File: src/rtl/uart_text_cmd_decoder.sv
// UART text command decoder: assembles col/row/char[/attr] byte packets from the
// UART receiver, range-checks the coordinates and issues one back-pressured write
// per valid packet into the character/attribute buffer. Dropped packets, overrun
// bytes and mid-packet timeouts raise err_o and bump a saturating counter.
module uart_text_cmd_decoder #(
  parameter int unsigned COLS         = 80,
  parameter int unsigned ROWS         = 30,
  parameter int unsigned ADDR_W       = 12,
  parameter bit          ATTR_EN      = 1'b0,
  parameter logic [7:0]  DEFAULT_ATTR = 8'h0F,
  parameter int unsigned TIMEOUT_CYC  = 20000
) (
  input  logic              clk_i,
  input  logic              rst_i,
  input  logic              rx_valid_i,
  input  logic [7:0]        rx_data_i,
  input  logic              rx_ferr_i,
  input  logic              wr_ready_i,
  output logic              wr_en_o,
  output logic [ADDR_W-1:0] wr_addr_o,
  output logic [7:0]        wr_char_o,
  output logic [7:0]        wr_attr_o,
  output logic              busy_o,
  output logic              err_o,
  output logic [7:0]        drop_cnt_o
);

  localparam int unsigned TW = (TIMEOUT_CYC > 2) ? $clog2(TIMEOUT_CYC) : 1;
  localparam logic [TW-1:0] TMAX = TW'(TIMEOUT_CYC - 1);

  typedef enum logic [2:0] {StCol, StRow, StChar, StAttr, StChk, StWrite} state_e;

  state_e            state_q, state_d;
  logic [TW-1:0]     timer_q, timer_d;
  logic [7:0]        col_q, col_d, row_q, row_d, char_q, char_d, attr_q, attr_d;
  logic              wr_en_d, err_d, in_range;
  logic [ADDR_W-1:0] wr_addr_d;
  logic [7:0]        wr_char_d, wr_attr_d;

  assign in_range = (32'(col_q) < COLS) && (32'(row_q) < ROWS);

  // Next-state, packet assembly and error-event merging (one err per cycle max).
  always_comb begin
    state_d   = state_q;
    timer_d   = timer_q;
    col_d     = col_q;
    row_d     = row_q;
    char_d    = char_q;
    attr_d    = attr_q;
    wr_en_d   = wr_en_o;
    wr_addr_d = wr_addr_o;
    wr_char_d = wr_char_o;
    wr_attr_d = wr_attr_o;
    err_d     = 1'b0;
    unique case (state_q)
      StCol: begin
        timer_d = '0;
        if (rx_valid_i) begin
          if (rx_ferr_i) begin
            err_d = 1'b1;
          end else begin
            col_d   = rx_data_i;
            state_d = StRow;
          end
        end
      end
      StRow, StChar, StAttr: begin
        if (rx_valid_i) begin
          // A byte arriving on the expiry cycle still wins over the timeout.
          timer_d = '0;
          if (rx_ferr_i) begin
            err_d   = 1'b1;
            state_d = StCol;
          end else if (state_q == StRow) begin
            row_d   = rx_data_i;
            state_d = StChar;
          end else if (state_q == StChar) begin
            char_d  = rx_data_i;
            state_d = ATTR_EN ? StAttr : StChk;
          end else begin
            attr_d  = rx_data_i;
            state_d = StChk;
          end
        end else if (timer_q == TMAX) begin
          timer_d = '0;
          err_d   = 1'b1;
          state_d = StCol;
        end else begin
          timer_d = timer_q + TW'(1);
        end
      end
      StChk: begin
        if (rx_valid_i) err_d = 1'b1;
        if (in_range) begin
          wr_addr_d = ADDR_W'(32'(row_q) * COLS + 32'(col_q));
          wr_char_d = char_q;
          wr_attr_d = ATTR_EN ? attr_q : DEFAULT_ATTR;
          wr_en_d   = 1'b1;
          state_d   = StWrite;
        end else begin
          err_d   = 1'b1;
          state_d = StCol;
        end
      end
      StWrite: begin
        if (rx_valid_i) err_d = 1'b1;
        if (wr_ready_i) begin
          wr_en_d = 1'b0;
          state_d = StCol;
        end
      end
      default: state_d = StCol;
    endcase
  end

  // State, packet bytes and registered outputs; reset aborts everything at once.
  always_ff @(posedge clk_i or posedge rst_i) begin
    if (rst_i) begin
      state_q    <= StCol;
      timer_q    <= '0;
      col_q      <= '0;
      row_q      <= '0;
      char_q     <= '0;
      attr_q     <= '0;
      wr_en_o    <= 1'b0;
      wr_addr_o  <= '0;
      wr_char_o  <= '0;
      wr_attr_o  <= '0;
      busy_o     <= 1'b0;
      err_o      <= 1'b0;
      drop_cnt_o <= '0;
    end else begin
      state_q   <= state_d;
      timer_q   <= timer_d;
      col_q     <= col_d;
      row_q     <= row_d;
      char_q    <= char_d;
      attr_q    <= attr_d;
      wr_en_o   <= wr_en_d;
      wr_addr_o <= wr_addr_d;
      wr_char_o <= wr_char_d;
      wr_attr_o <= wr_attr_d;
      busy_o    <= (state_d != StCol);
      err_o     <= err_d;
      if (err_d && drop_cnt_o != 8'hFF) drop_cnt_o <= drop_cnt_o + 8'd1;
    end
  end

endmodule

File: config.mk
export PLATFORM = sky130hd
export DESIGN_NAME = uart_text_cmd_decoder
export DESIGN_NICKNAME = d
export VERILOG_FILES = /design/src/rtl/uart_text_cmd_decoder.sv
export SDC_FILE = /design/constraint.sdc
export NUM_CORES = 1
export LEC_CHECK = 0
export ABC_AREA = 0
export CAP_MARGIN = 20
export CORE_MARGIN = 2
export CORE_UTILIZATION = 40
export DETAILED_ROUTE_END_ITERATION = 8
export PLACE_DENSITY = 0.6
export SLEW_MARGIN = 20
export SYNTH_ARGS = -nofsm -noshare
export SYNTH_HDL_FRONTEND = slang
export SYNTH_SLANG_ARGS = --single-unit
File: constraint.sdc
create_clock -name clk_i -period 3 [get_ports clk_i]
set_input_delay 0.6 -clock clk_i [delete_from_list [all_inputs] [get_ports clk_i]]
set_output_delay 0.6 -clock clk_i [all_outputs]
set_load 0.01 [all_outputs]
======== Word level (Yosys, flattened, before mapping) ========
Cells that the tools add are included.
word-level totals
  logic and storage cells ................. 63
  output and inout port bits .............. 39
  bits in registers ....................... 74
  input port bits ......................... 13
operators by class
  bitwise operators ....................... 2
  muxes and demuxes ....................... 22
  $add $sub $neg .......................... 3
  reduce and logical (&&, ||, !) cells .... 12
  equality and inequality tests ........... 9
  order comparisons ....................... 2
  $mul .................................... 1
operators with widths
  kind                     count
  $mux W15                 2
  $pmux W15 S2             1
  $mux W3                  8
  $add A15 B1 Y15 const B  1
  $eq A15 B15 Y1 const B   1
  $add A12 B8 Y12          1
  $pmux W3 S4              1
  $add A8 B1 Y8 const B    1
  $lt A8 B5 Y1 const B     1
  $lt A8 B7 Y1 const B     1
  $mul A8 B3 Y8 const B    1
  $mux W1                  8
  $ne A8 B8 Y1 const B     1
  $eq A3 B2 Y1 const B     2
  $eq A3 B3 Y1 const B     2
  $reduce_and A3 Y1        2
  $reduce_and A5 Y1        1
  $ne A2 B2 Y1 const B     2
  $pmux W1 S4              1
  $reduce_and A4 Y1        1
  $reduce_bool A2 Y1       2
  $eq A3 B1 Y1 const B     1
  $logic_not A3 Y1         1
  $reduce_bool A3 Y1       1
  other kinds (5)          7

======== Depth between registers and ports, before layout ========
Gate-level depths: netlist of run 1.
  depth in word-level cells ............... 6
  depth in mapped cells ................... 8
  mapped depth without buffers ............ 8

======== Worst setup path after synthesis of run 1 ========
OpenSTA, ideal clock, no wires.
  kind .................................... reg2reg
  from .................................... register timer_q[6]
  to ...................................... register drop_cnt_o[7]
  slack ................................... 0.711 ns
  path buffers ............................ 0
  stages on the path, launching flop included .. 6
  setup time .............................. 0.128 ns
  period minus slack after synthesis ...... 2.289 ns
  arrival time ............................ 2.161 ns
  required time ........................... 2.872 ns
  cells stage by stage .................... dfrtp_1 or4b_4 nor4_4 a222oi_1 nor3_2 mux2_1
between the ends
  longest elaborated chain between the ends .. 5
RTL lines
  what                      RTL line  source
  start: declaration        34        logic [TW-1:0] timer_q, timer_d;
  start signal: assignment  134       timer_q <= timer_d;
  $eq A15 B15 Y1            84        end else if (timer_q == TMAX) begin
  $mux W1                   84
  $mux W1                   68        if (rx_valid_i) begin
  $pmux W1 S4               55        unique case (state_q)
  $logic_and A1 B1 Y1       145       if (err_d && drop_cnt_o != 8'hFF) drop_cnt_o <= drop_cnt_o + 8'd1;
  end signal: assignment    145
  end: declaration          25        output logic [7:0] drop_cnt_o
No other way between the ends.
A chain may end at the register's enable or synchronous reset.

======== Worst setup path in the final report of run 1 ========
Same ends and word-level chain as after synthesis.

==> impl_metrics.csv, run 1 <==
group,metric,value,unit
drt,viasPerCell,5.17,
cells_and_area,layout_common_cells,"dfrtp_1 (74), clkdlybuf4s50_1 (47), mux2_2 (39)",
setup_path,reg2reg_slack,0.64,ns
cts,htree_levels,3,
synth,yosys_warnings,0,
drt,firstDrtPassIters,4,
sta,setup_viol,0,
cts,clockRootBuffer,"clkbuf_8",
setup_path,slowest_stage,"or4b_4",
synth,ys_top_cells_by_area,"dfrtp_1 (51%), mux2_2 (12%), ha_1 (5.1%)",
setup_path,cp_max_fo,9,
cells_and_area,final_common_cell,"dfrtp_1",
synth,yosysSeqAreaShare,0.506,
cts,post-cts-setup-buffers,0,
cells_and_area,fill_cells,792,
synth,yosysTopAreaCell,"dfrtp_1",
cells_and_area,n_antenna_cell,0,
synth,netlist.area_leader.share,0.506,
sta,tightestPinTransition,0.650,ns
floorplanning,core_area,8810,µm²
status,outcome,"finished clean",
synth,synthAdderAreaFrac,0.0622,
setup_path,endpoint_kind,"flop",
synth,syn-cell-area,3660,µm²
drt,drc,0,
cts,cts_made_buffers,9,
synth,synthMuxAreaShare,0.126,
placement,dp_hpwl,5.13,mm
setup_path,path_cells,"or4b_4, nor4_4, buf_4, a222oi_1, buf_4, nor3_2, mux2_1",
power_and_ir_drop,p_leak,2.04,nW
global_routing,antenna_found_initial,0,
setup_path,crit_family,"simple AND/OR/NAND/NOR gates",
cells_and_area,layout-drive-gt1-share,0.176,
setup_path,r2r_cells,7,
cells_and_area,multiInputGateArea,1700,µm²
synth,synth_compound_area_frac,0.0715,
worst_hold_path,holdPathStages,2,
drt,initialDrtViolationCount,99,
sta,slew_violations,0,
global_routing,grt_use_total,0.155,
sta,rsz0062_at_grt,"no",
sta,finalHoldViolCount,0,
floorplanning,start_util,0.416,
setup_path,crit_cells,7,
sta,max-slew-margin-rel,0.567,
synth,syn_inst,329,
power_and_ir_drop,p_per_area,876,nW/µm²
drt,drt-total-wl,7.04,mm
placement,gp_congestion,0.825,
sta,timing.final.ws_setup,0.636,ns
power_and_ir_drop,peakVddDrop,0.000396,V
cts,cts_tree,"done",
synth,avgSynthCellArea,11.1,µm²
cts,clockBufferDepth,2,
drt,dr_total_vias,2582,
synth,synth_ff_type,"dfrtp_1",
synth,synth_xor_area_frac,0.0479,
sta,tns,0,ns
run,cap_violations,0,
synth,synthArstFlopShare,1.00,
placement,place_area,4280,µm²
placement,dp_slack,0.598,ns
sta,period_minus_slack,2.36,ns
synth,synthDistinctLibCells,40,
synth,synthSimpleGateAreaFrac,0.154,
cells_and_area,seqCellArea,1850,µm²
setup_path,max_stage_delay,0.58,ns
synth,synth_edf_count,0,
placement,dp_cells,483,
floorplanning,die_h,99.7,µm
cells_and_area,design_area,4480,µm²
floorplanning,chipWidth,99.7,µm
cells_and_area,final_net_count,416,
cts,clk_pin_slew_worst_paths,0.09,ns
sta,finalClockSkew,0.0145,ns
global_routing,grt_pass1_wl,12.1,mm
cells_and_area,stdcell_count,499,
setup_path,critical_path.most_common_cell,"buf_4",
floorplanning,io_pins,52,
setup_path,cp_data_required_time,3.23,ns
cts,postCtsResizedCells,0,
setup_path,timing_worst_setup_path_type,"reg -> reg",
cts,clk_latency,0.35,ns
placement,io_buffers,47,
floorplanning,num_rows,34,
global_routing,gr-total-overflow,0,
setup_path,crit_path_start_kind,"flop",
sta,fmax,423,MHz
global_routing,grt_pass1_vias,2560,
setup_path,cp_num_buf_inv,2,
global_routing,grt_max_degree,34,
synth,synth_top_family_by_area,"simple AND/OR/NAND/NOR gates",
drt,wl_per_cell,14.1,µm
drt,ant_nets,0,
floorplanning,dieArea,9930,µm²
worst_hold_path,hold_path.class,"reg -> reg",
cells_and_area,syn_to_final_growth,22.5,%
sta,fin_crit_sh,0.788,
setup_path,arrival,2.59,ns
cts,clock_sinks,74,
cts,holdBufCountCts,0,
synth,synth_seq_cells,74,
## stage by stage
stage                     utilization  power [mW]  hold slack (ns)
final                           0.509        3.93            0.483
after detailed placement        0.486        3.16            0.473
after floorplan                     -        2.63            0.471
after global placement          0.486        3.13            0.464
after global routing            0.509        4.22            0.509
after CTS                       0.509        3.99            0.493
## worst paths after layout
path	startpoint	to
setup / recovery	timer_q[6]	drop_cnt_o[7]
hold / removal	wr_addr_o[11]	wr_addr_o[11]
setup reg to reg	timer_q[6]	drop_cnt_o[7]
hold reg to reg	wr_addr_o[11]	wr_addr_o[11]
max in group asynchronous	rst_i	timer_q[13]
min in group asynchronous	rst_i	wr_char_o[5]
## Yosys cell counts (2+ instances only)
master and number:
nor2_1 12, o21a_1 2, mux2_2 39, clkbuf_1 5, xor2_1 16, a21o_1 3
and3_1 5, mux2_1 2, nand3_1 13, and2_1 4, nand2b_1 4, inv_1 12
nand4_1 6, fa_1 2, a211oi_1 2, or3_1 3, xnor2_1 4, nor2b_1 4
a21oi_1 9, dfrtp_1 74, nor4_1 3, ha_1 15, nand2_1 35, o21ai_0 28
buf_4 7, nor3_1 6
## cell type report
type	instances	share of cell area
Sequential cell	74	0.413
Multi-Input combinational cell	234	0.380
Timing Repair Buffer	55	0.121
Tap cell	108	0.0301
Clock buffer	9	0.0276
Clock inverter	7	0.0181
Inverter	12	0.0100
## cell families after synthesis
logic type,count (synthesis)
buffers and inverters,24
other,1
adder cells (fa/ha/maj),17
AO/OA/AOI/OAI,47
flip-flops,74
multiplexers,41
AND/OR/NAND/NOR,105
XOR/XNOR,20
## report_power, final
part           total, mW  internal (mW)  leakage (nW)  switching (mW)
clock              0.810          0.399         0.102           0.410
combinational       1.62          0.884         0.967           0.737
sequential          1.50           1.27         0.967           0.230
## worst min-delay path: stages (launching register included)
cell     delay, ns
dfrtp_1       0.35
nand2_1       0.04
o21ai_0       0.06
## per-layer routing
metal | vias up | global-route usage | share of wire
met5 | - | 0 | 0
met4 | 0 | 0.0653 | 0.016
met3 | 6 | 0.0344 | 0.037
met2 | 53 | 0.234 | 0.45
met1 | 1255 | 0.218 | 0.50
li1 | 1268 | - | -
## state kept, by name (all words and copies together) (netlist names)
name and flops:
wr_en_o 1, state_q 3, wr_addr_o 12, row_q 8, busy_o 1, wr_char_o 8
wr_attr_o 1, drop_cnt_o 8, char_q 8, timer_q 15, err_o 1, col_q 8
(Power assumes the default switching activity.)
==> run 2, diff against run 1 <==
==> constraint.sdc (replaced) <==
create_clock -name clk_i -period 2.2 [get_ports clk_i]
set_input_delay 0.44 -clock clk_i [delete_from_list [all_inputs] [get_ports clk_i]]
set_output_delay 0.44 -clock clk_i [all_outputs]
set_load 0.01 [all_outputs]
==> run 2 against run 1 <==
Flip-flop and latch count unchanged. Via count up 4.2%. Die area unchanged. Core utilization up 2.7 points. Critical path type unchanged. Highest routed layer unchanged.
==> impl_metrics.csv, run 2 (synthesis gave the netlist of run 1 again) <==
group,metric,value,unit
cells_and_area,reg.largest.list,"timer_q x15, wr_addr_o x12",
drt,drt-met1-wl,3.65,mm
drt,initialDrtViolationCount,141,
drt,wl_met2,3.50,mm
drt,ant_nets,0,
floorplanning,chipWidth,99.7,µm
floorplanning,dieArea,9930,µm²
setup_path,crit_path_start_kind,"flop",
power_and_ir_drop,p_leak,2.15,nW
setup_path,endpoint_kind,"flop",
cells_and_area,syn_to_final_growth,29.0,%
global_routing,grt_use_total,0.161,
sta,fin_hold_ws,0.484,ns
cts,clk_pin_slew_worst_paths,0.08,ns
global_routing,grt_pass1_vias,2598,
drt,drc,0,
global_routing,gr-total-overflow,0,
cts,clock_sinks,74,
setup_path,cp_max_fo,6,
sta,setup_viol,0,
global_routing,grt_pass1_wl,12.7,mm
sta,fmax,467,MHz
cells_and_area,final_net_count,438,
sta,period_minus_slack,2.14,ns
cells_and_area,n_antenna_cell,0,
drt,met3_length,317,µm
floorplanning,die_h,99.7,µm
cts,htree_levels,3,
floorplanning,start_util,0.416,
placement,io_buffers,47,
drt,wl_per_cell,14.5,µm
sta,fin_crit_sh,0.973,
status,outcome,"finished clean",
cells_and_area,layout-drive-gt1-share,0.247,
cts,clk_latency,0.35,ns
drt,viasPerCell,5.16,
sta,rsz0062_at_grt,"yes",
power_and_ir_drop,peakVddDrop,0.000518,V
floorplanning,num_rows,34,
placement,dp_hpwl,5.17,mm
cells_and_area,final_common_cell,"dfrtp_1",
setup_path,timing_worst_setup_path_type,"reg -> reg",
cts,cts_tree,"done",
cells_and_area,largest_register,"timer_q",
sta,tns,0,ns
drt,firstDrtPassIters,4,
floorplanning,core_area,8810,µm²
cells_and_area,layout_common_cells,"dfrtp_1 (74), clkdlybuf4s50_1 (47), mux2_2 (38)",
power_and_ir_drop,p_per_area,1230,nW/µm²
placement,gp_congestion,0.769,
cts,clockRootBuffer,"clkbuf_8",
cts,cts_made_buffers,9,
drt,drt-total-wl,7.57,mm
worst_hold_path,hold_path.class,"reg -> reg",
cells_and_area,stdcell_count,521,
run,cap_violations,0,
setup_path,cp_data_required_time,2.43,ns
placement,dp_cells,499,
drt,maxUsedRoutingLayer,"met4",
drt,dr_total_vias,2690,
floorplanning,io_pins,52,
sta,finalClockSkew,0.0194,ns
global_routing,grt_max_degree,75,
sta,slew_violations,0,
setup_path,arrival,2.37,ns
global_routing,antenna_found_initial,0,
cts,clockBufferDepth,2,
cells_and_area,largest_reg_flops,15,
sta,finalHoldViolCount,0,
-- run 2: cell type report --
cell class	instances	area, µm²
clock inverter	7	75.1
multi-input combinational	234	1780
tap	108	135
fill	829	4090
sequential	74	1850
inverter	12	48.8
timing repair buffer	77	708
clock buffer	9	124
-- run 2: timing repair --
item / in CTS / in global routing
pin swaps: 0 / 6
hold buffers: 0 / 0
cloned: 0 / 0
buffers inserted: 0 / 6
resized for setup: 2 / 10
setup endpoints to repair: 1 / 9
-- run 2: stage by stage --
step	utilization	setup WS (ns)	power, mW	area, µm²
final	0.536	0.0599	5.81	4720
after global routing	0.536	-0.0228	6.26	4720
after CTS	0.525	0.00386	5.63	4620
after detailed placement	0.501	-0.0374	4.49	4410
after global placement	0.501	-0.00430	4.46	4410
after floorplan	-	-0.0561	3.60	3690
-- run 2: final timing paths --
check	start	end	slack, ns	depth (start not counted)
setup / recovery	timer_q[12]	drop_cnt_o[1]	0.06	6
setup reg to reg	timer_q[12]	drop_cnt_o[1]	0.06	6
min in group asynchronous	rst_i	wr_addr_o[10]	0.54	3
hold reg to reg	wr_addr_o[7]	wr_addr_o[7]	0.48	2
max in group asynchronous	rst_i	state_q[2]	1.32	3
hold / removal	wr_addr_o[7]	wr_addr_o[7]	0.48	2
-- run 2: power breakdown --
part,switching [mW],internal (mW)
Sequential,0.290,1.73
Clock,0.540,0.532
Combinational,1.19,1.52
Total,2.03,3.78
-- run 2: per-layer routing --
metal,GRT usage,vias to the layer above
met2,0.238,71
met5,0,-
met3,0.0365,8
li1,-,1312
met1,0.239,1299
met4,0.0443,0
-- run 2: critical path: stages (launching register included) --
cell and delay, ns:
dfrtp_1 0.38, or4b_4 0.55, nor4_4 0.28, a222oi_1 0.15, buf_4 0.19, nor2b_2 0.16
mux2_4 0.31
==> run 3, diff against run 2 <==
--- a/config.mk
+++ b/config.mk
@@ -9,6 +9,7 @@
 export CAP_MARGIN = 20
 export CORE_MARGIN = 2
 export CORE_UTILIZATION = 40
+export CTS_CLUSTER_SIZE = 8
 export DETAILED_ROUTE_END_ITERATION = 8
 export PLACE_DENSITY = 0.6
 export SLEW_MARGIN = 20
==> results of run 3 <==
Same layout as run 2: the final DEF is identical, and so are final timing and power.
